**src/rtl/mem_writeback_stage.sv**
```systemverilog
// mem_writeback_stage: RV32I memory/writeback stage issuing data-memory requests and driving the register-file write port.
// Ports: clk/reset (async, active-low); s2_* execute-stage handoff with s2_ready backpressure;
// dcache_req_* valid/ready request channel (word address, byte mask, lane-shifted data);
// dcache_resp_valid/dcache_dout load response; s3_* registered register-file write and misaligned pulse.
module mem_writeback_stage #(
  parameter int DATA_BITS = 32,
  parameter int ADDR_BITS = 32
) (
  input  logic                 clk,
  input  logic                 reset,
  input  logic                 s2_valid,
  output logic                 s2_ready,
  input  logic [DATA_BITS-1:0] s2_alu_out,
  input  logic [DATA_BITS-1:0] s2_rs2_data_out,
  input  logic [6:0]           s2_opcode,
  input  logic [2:0]           s2_func,
  input  logic [4:0]           s2_rd,
  output logic                 dcache_req_valid,
  input  logic                 dcache_req_ready,
  output logic [ADDR_BITS-1:0] dcache_addr,
  output logic [3:0]           dcache_we,
  output logic [DATA_BITS-1:0] dcache_din,
  input  logic                 dcache_resp_valid,
  input  logic [DATA_BITS-1:0] dcache_dout,
  output logic                 s3_rf_we,
  output logic [4:0]           s3_rd,
  output logic [DATA_BITS-1:0] s3_wb_data,
  output logic                 s3_misaligned
);
  localparam logic [1:0] IDLE = 2'd0;
  localparam logic [1:0] REQ  = 2'd1;
  localparam logic [1:0] RESP = 2'd2;
  localparam logic [6:0] OP_LOAD   = 7'b0000011;
  localparam logic [6:0] OP_STORE  = 7'b0100011;
  localparam logic [6:0] OP_OP     = 7'b0110011;
  localparam logic [6:0] OP_IMM    = 7'b0010011;
  localparam logic [6:0] OP_LUI    = 7'b0110111;
  localparam logic [6:0] OP_AUIPC  = 7'b0010111;
  localparam logic [6:0] OP_JAL    = 7'b1101111;
  localparam logic [6:0] OP_JALR   = 7'b1100111;
  logic [1:0]           st;
  logic [ADDR_BITS-1:0] addr_q;
  logic [2:0]           func_q;
  logic [4:0]           rd_q;
  logic                 load_q;
  logic                 accept, is_load, is_mem, wb_op, byte_op, half_op, mis, resp_fire;
  logic [1:0]           a;
  logic [3:0]           mask;
  logic [DATA_BITS-1:0] ld, ld_ext;
  always_comb begin
    a = s2_alu_out[1:0];
    is_load = s2_opcode == OP_LOAD;
    is_mem = is_load | (s2_opcode == OP_STORE);
    wb_op = (s2_opcode == OP_OP) | (s2_opcode == OP_IMM) | (s2_opcode == OP_LUI) |
            (s2_opcode == OP_AUIPC) | (s2_opcode == OP_JAL) | (s2_opcode == OP_JALR);
    byte_op = s2_func[1:0] == 2'b00;
    half_op = s2_func[1:0] == 2'b01;
    // undefined widths behave as word accesses, including the alignment check
    mis = is_mem & ((half_op & a[0]) | (!byte_op & !half_op & |a));
    mask = byte_op ? 4'b0001 << a : half_op ? 4'b0011 << {a[1], 1'b0} : 4'b1111;
    accept = s2_valid & s2_ready;
    resp_fire = (st == RESP) & dcache_resp_valid;
    ld = dcache_dout >> {addr_q[1:0], 3'b000};
    ld_ext = func_q[1:0] == 2'b00 ? {{(DATA_BITS-8){~func_q[2] & ld[7]}}, ld[7:0]} :
             func_q[1:0] == 2'b01 ? {{(DATA_BITS-16){~func_q[2] & ld[15]}}, ld[15:0]} : ld;
  end
  assign s2_ready = st == IDLE;
  assign dcache_req_valid = st == REQ;
  assign dcache_addr = {addr_q[ADDR_BITS-1:2], 2'b00};
  always_ff @(posedge clk or negedge reset) begin
    if (!reset) begin
      st <= IDLE;
      addr_q <= '0;
      func_q <= '0;
      rd_q <= '0;
      load_q <= 1'b0;
      dcache_we <= '0;
      dcache_din <= '0;
      s3_rf_we <= 1'b0;
      s3_rd <= '0;
      s3_wb_data <= '0;
      s3_misaligned <= 1'b0;
    end else begin
      s3_rf_we <= (accept & wb_op & |s2_rd) | (resp_fire & |rd_q);
      s3_misaligned <= accept & mis;
      if (accept & wb_op & |s2_rd) begin
        s3_rd <= s2_rd;
        s3_wb_data <= s2_alu_out;
      end else if (resp_fire & |rd_q) begin
        s3_rd <= rd_q;
        s3_wb_data <= ld_ext;
      end
      if (accept & is_mem & !mis) begin
        st <= REQ;
        addr_q <= s2_alu_out[ADDR_BITS-1:0];
        func_q <= s2_func;
        rd_q <= s2_rd;
        load_q <= is_load;
        dcache_we <= is_load ? 4'b0000 : mask;
        dcache_din <= s2_rs2_data_out << {a, 3'b000};
      end else if (st == REQ && dcache_req_ready) st <= load_q ? RESP : IDLE;
      else if (resp_fire) st <= IDLE;
    end
  end
endmodule

```
**config.mk**
```make
export PLATFORM = sky130hd
export DESIGN_NAME = mem_writeback_stage
export DESIGN_NICKNAME = d
export VERILOG_FILES = /design/src/rtl/mem_writeback_stage.sv
export SDC_FILE = /design/constraint.sdc
export NUM_CORES = 1
export LEC_CHECK = 0
export CAP_MARGIN = 20
export CELL_PAD_IN_SITES_DETAIL_PLACEMENT = 0
export CELL_PAD_IN_SITES_GLOBAL_PLACEMENT = 1
export CORE_UTILIZATION = 34
export CTS_CLUSTER_DIAMETER = 80
export DETAILED_ROUTE_END_ITERATION = 10
export PLACE_DENSITY_LB_ADDON = 0.15
export SKIP_CTS_REPAIR_TIMING = 1
export SYNTH_ARGS = -nofsm -noshare
export SYNTH_HDL_FRONTEND = slang
export SYNTH_SLANG_ARGS = --single-unit
```
**constraint.sdc**
```tcl
create_clock -name clk -period 2.2 [get_ports clk]
set_input_delay 0.33 -clock clk [delete_from_list [all_inputs] [get_ports clk]]
set_output_delay 0.33 -clock clk [all_outputs]
set_load 0.02 [all_outputs]
```
==> impl_metrics.yaml, run 1 <==
outcome:
  outcome: "finished, final reports clean"
detailed_routing:
  avgRoutedWirePerCell_um: 18.13
  drtIter0Drc: 227
  via_per_inst: 5.095
  dr.pass1.iters: 5
  vias: 5283
  drc: 0
  routed_wl_um: 18800
  antenna_left: 0
worst_hold_path:
  hp-class: "in -> async"
synth:
  yosysMostFrequentCell: "dfrtp_1"
  yosys.area.top_type: "dfrtp_1"
  ys_warn_count: 0
  synthFlopType: "dfrtp_1"
  ys_types: 45
  synthTopCellsByArea: "dfrtp_1 (47%), mux2_4 (12%), nand2_1 (4.3%), buf_4 (4.1%), mux2i_1 (3.9%)"
  synth_edf_count: 0
  synth-seq-area-share: 0.4734
  ys_ff_latch: 118
  syn_inst: 581
  syn_area_per_cell_um2: 10.74
  ys_top_cells_by_count: "dfrtp_1 (118), nand2_1 (71), mux2_4 (48), nor2_1 (42), o21ai_0 (35)"
  syn_area_um2: 6237
  synth-async-reset-ratio: 1.000
  yosys.area.top_type_share: 0.4734
worst_setup_path:
  critPathRequiredTime_ps: 2490
  critPathKind: "reg -> reg"
  path_max_fanout: 7
  cp-end-kind: "flip-flop"
  cp-start-kind: "flip-flop"
  cp_data_arrival_time_ps: 2270
global_route:
  track_usage: 0.2018
  grt_pass1_wl_um: 28860
  grt_start_max_net_pins: 119
  grt_pass1_vias: 5266
  overflow: 0
  antenna_found_initial: 0
die:
  die_x_um: 137.4
  core-area_um2: 17960
  num_io_pins: 225
  die-area_um2: 18890
  fp.dieH_um: 137.4
  rows: 49
  initial_core_util: 0.3472
placement:
  dp_hpwl_um: 13640
  place_congestion: 0.7769
  numPortBuffers: 222
  placed_area_um2: 8672
final_layout:
  drive_gt1_frac: 0.1807
  fin_area_um2: 9314
  nFillCells: 1614
  syn_to_final_growth_pct: 49.33
  num_antenna_cells: 0
  nets: 913
sta:
  setup_viol: 0
  finClkSkew_ps: 14.12
  fmax_mhz: 506.2
  finalCriticalPeriod_ps: 1976
  rsz0062_at_grt: "false"
  final-hold-violation-count: 0
  relSlewSlack: 0.4104
  finalCritPeriodShare: 0.8980
  maxSlewViolCount: 0
  worst_slew_pin_slew_ps: 881.1
power_and_ir_drop:
  leakage_nw: 4.146
  powerDensity_nw_per_um2: 772.4
  p_total_mw: 7.194
  irDropWorstVdd_v: 0.0004866
cts:
  cts_root_buffer: "clkbuf_16"
  cts_tree: "done"
  cts_num_sinks: 118
  path_clk_slew_ps: 50
  cts_buffers: 17
  cts.path.max_buffers: 2
  htree_levels: 4
  clk_latency_ps: 420
job:
  drv_cap: 0
-- per-stage QoR --
| stage | hold slack [ps] | worst slack [ps] | instances | utilization | TNS, ps |
|---|---|---|---|---|---|
| 3_5_place_dp | 464.9 | -93.00 | 1002 | 0.4828 | -1279 |
| 2_1_floorplan | 34.41 | 275.1 | 582 | - | 0 |
| 4_1_cts | 42.61 | 83.93 | 1032 | 0.5157 | 0 |
| 5_1_grt | 76.70 | 96.27 | 1037 | 0.5185 | 0 |
| 3_3_place_gp | 460.5 | -60.02 | 1002 | 0.4828 | -777.1 |
| 6_report | 14.96 | 224.4 | 1037 | 0.5185 | 0 |
-- state kept, by name, summed over array words and instances (netlist names) --
register       cells
s3_rd              5
load_q             1
dcache_din        32
s3_misaligned      1
s3_rf_we           1
st                 2
addr_q            32
dcache_we          4
func_q             3
rd_q               5
s3_wb_data        32
-- worst max-delay path, cell delays in order (launching register included) --
cell and delay, ps:
dfrtp_1 390, or4_4 570, o21ai_4 260, buf_12 160
buf_4 120, a211oi_1 60, a221o_1 290
-- worst paths after layout --
check | startpoint | to | slack (ps) | cells past startpoint
max reg2reg | rd_q[2] | s3_wb_data[2] | 220 | 6
max | rd_q[2] | s3_wb_data[2] | 220 | 6
min reg2reg | dcache_we[2] | dcache_we[2] | 470 | 2
min in group clk | s2_alu_out[0] | addr_q[0] | 360 | 2
max in group asynchronous | reset | dcache_we[2] | 1700 | 2
min | reset | addr_q[10] | 10 | 2
-- power breakdown --
part           leakage [nW]  total, mW  switching, mW  internal, mW
Combinational          2.28       1.80          0.834         0.965
Clock                 0.286       2.78          0.980          1.80
Sequential             1.57       2.62          0.178          2.44
Total                  4.15       7.19           1.99          5.20
-- placed cells by master (no fill, tap or decap), types with 2 or more instances in the layout --
| cell type | Yosys | layout |
|---|---|---|
| clkdlybuf4s50_1 | 0 | 220 |
| o21ai_1 | 10 | 10 |
| mux2_4 | 48 | 48 |
| and2_1 | 3 | 3 |
| a21oi_1 | 27 | 27 |
| buf_12 | 0 | 9 |
| clkbuf_16 | 0 | 17 |
| nor2_1 | 42 | 42 |
| nand2_1 | 71 | 71 |
| clkinv_2 | 0 | 3 |
| a21boi_0 | 2 | 2 |
| inv_1 | 3 | 3 |
| a221oi_1 | 10 | 10 |
| buf_4 | 34 | 40 |
| mux2i_1 | 24 | 24 |
| bufinv_16 | 0 | 2 |
| a221o_1 | 11 | 11 |
| a22oi_1 | 14 | 14 |
| clkbuf_8 | 0 | 5 |
| nor2b_1 | 20 | 20 |
| mux2_2 | 10 | 10 |
| clkinvlp_4 | 0 | 3 |
| nand2b_1 | 2 | 2 |
| conb_1 | 1 | 2 |
| a211oi_1 | 23 | 23 |
| dfrtp_1 | 118 | 118 |
| o21ai_0 | 35 | 35 |
| o31ai_1 | 12 | 12 |
-- kinds of logic after synthesis --
kind of cell / synth area share
other: 0.0006012
flip-flops: 0.4734
buffers and inverters: 0.08245
multiplexers: 0.1721
AND/OR/NAND/NOR: 0.1069
AO/OA/AOI/OAI: 0.1645
-- per-layer routing --
layer  vias up  track usage  part of all wire
met5         -            0                 0
met4         0      0.05006            0.0088
met3        15      0.06843             0.080
met2       199       0.3269              0.47
met1      2587       0.2565              0.44
li1       2482            -                 -
-- layout make-up --
cell class	count	area (µm²)	area share
Timing Repair Buffer	270	2688	0.2886
Inverter	3	11.26	0.001209
Multi-Input combinational cell	387	2784	0.2989
Clock inverter	8	97.59	0.01048
Clock buffer	22	494.2	0.05306
Sequential cell	118	2953	0.3170
Tap cell	229	286.5	0.03076
Note: power is estimated with default switching activity, not from simulation.
==> inputs of run 2 (changes only) <==
--- a/config.mk
+++ b/config.mk
@@ -12,7 +12,9 @@
 export CTS_CLUSTER_DIAMETER = 80
 export DETAILED_ROUTE_END_ITERATION = 10
 export PLACE_DENSITY_LB_ADDON = 0.15
+export REMOVE_ABC_BUFFERS = 1
 export SKIP_CTS_REPAIR_TIMING = 1
+export SLEW_MARGIN = 30
 export SYNTH_ARGS = -nofsm -noshare
 export SYNTH_HDL_FRONTEND = slang
 export SYNTH_SLANG_ARGS = --single-unit
==> run 2 against run 1 <==
Sequential power about the same. Non-clock buffer count fell by 7. Total power is 1.3% higher. Global-route usage increased by 0.47 points. Final area down 0.77%. Largest cell class unchanged.
==> impl_metrics.yaml, run 2 (synthesis gave the netlist of run 1 again) <==
die:
  num_io_pins: 225
  die_x_um: 137.4
  fp.dieH_um: 137.4
  die-area_um2: 18890
  initial_core_util: 0.3472
  core-area_um2: 17960
  rows: 49
power_and_ir_drop:
  irDropWorstVdd_v: 0.0005744
  leakage_nw: 4.096
  powerDensity_nw_per_um2: 788.8
worst_hold_path:
  hp-class: "in -> reg"
  worstHoldStart: "s2_alu_out[0]"
job:
  drv_cap: 0
cts:
  path_clk_slew_ps: 60
  cts_num_sinks: 118
  cts_root_buffer: "clkbuf_16"
  clk_latency_ps: 410
  cts_tree: "done"
  cts.path.max_buffers: 2
  htree_levels: 4
  cts_buffers: 17
final_layout:
  final_cell_count_no_fill: 1032
  drive_gt1_frac: 0.1731
  fin_area_um2: 9243
  largestRegisters: "addr_q x32, dcache_din x32, s3_wb_data x32"
  layout_commonest_cell: "clkdlybuf4s50_1"
  syn_to_final_growth_pct: 48.18
  mostFrequentLayoutCells: "clkdlybuf4s50_1 (220), dfrtp_1 (118), nand2_1 (71), mux2_4 (48), nor2_1 (42)"
  nets: 906
  num_antenna_cells: 0
  final_util: 0.5145
global_route:
  grt_pass1_wl_um: 29190
  track_usage: 0.2065
  grt_start_max_net_pins: 49
  grt_pass1_vias: 5335
  antenna_found_initial: 0
  overflow: 0
detailed_routing:
  routed_wl_um: 18820
  avgRoutedWirePerCell_um: 18.23
  drc: 0
  via_per_inst: 5.049
  vias: 5211
  drtIter0Drc: 283
  dr.pass1.iters: 5
  antenna_left: 0
worst_setup_path:
  cp-end-kind: "primary output"
  critPathRequiredTime_ps: 1870
  worstReg2RegStart: "rd_q[2]"
  cp_data_arrival_time_ps: 1580
  cp-start-kind: "flip-flop"
  path_max_fanout: 4
  startpoint: "st[0]"
  critPathKind: "reg -> out"
placement:
  place_congestion: 0.7599
  dp.cells: 999
  placed_area_um2: 8625
  numPortBuffers: 222
  dp_hpwl_um: 13750
sta:
  maxSlewViolCount: 0
  finalCritPeriodShare: 0.8694
  finClkSkew_ps: 9.889
  fmax_mhz: 522.9
  hold-worst-slack_ps: 371.0
  rsz0062_at_grt: "false"
  finalSetupTns_ps: 0
  relSlewSlack: 0.5924
  final-hold-violation-count: 0
  finalCriticalPeriod_ps: 1913
  setup_viol: 0
  worst_slew_pin_slew_ps: 611.4
outcome:
  outcome: "finished, final reports clean"
-- run 2: critical path, stage by stage, from the launching register on --
cell and delay, ps:
dfrtp_1 400, inv_1 80, nor2_1 90, clkdlybuf4s50_1 610
-- run 2: final timing paths --
kind / to / slack, ps / cells past startpoint
setup / recovery: dcache_req_valid / 290 / 3
hold reg to reg: dcache_din[6] / 480 / 2
setup reg to reg: s3_wb_data[27] / 310 / 5
min in group asynchronous: addr_q[17] / 470 / 2
max in group asynchronous: dcache_din[10] / 950 / 3
hold / removal: s3_misaligned / 370 / 4
-- run 2: routing by layer --
layer | GRT usage | vias to the layer above | wire length [µm]
li1 | - | 2471 | -
met4 | 0.06838 | 0 | 317
met5 | 0 | - | 0
met3 | 0.06475 | 21 | 1462
met2 | 0.3314 | 208 | 8840
met1 | 0.2621 | 2511 | 8196
-- run 2: area by class of cell --
cell class | count | area [µm²]
Fill cell | 1626 | 8721
Sequential cell | 118 | 2953
Multi-Input combinational cell | 387 | 2784
Timing Repair Buffer | 263 | 2600
Clock buffer | 20 | 456.7
Tap cell | 229 | 286.5
Clock inverter | 12 | 151.4
Inverter | 3 | 11.26
-- run 2: report_power, final --
group          switching [mW]  internal (mW)  total, mW
clock network            1.03           1.84       2.87
registers               0.178           2.44       2.62
logic                   0.843          0.960       1.80
-- run 2: through the flow --
stage | setup WS [ps] | power, mW
3_5_place_dp | -27.51 | 4.462
2_1_floorplan | -1730 | 3.426
6_report | 287.4 | 7.291
3_3_place_gp | 9.436 | 4.435
4_1_cts | 254.3 | 7.382
5_1_grt | 183.1 | 7.620
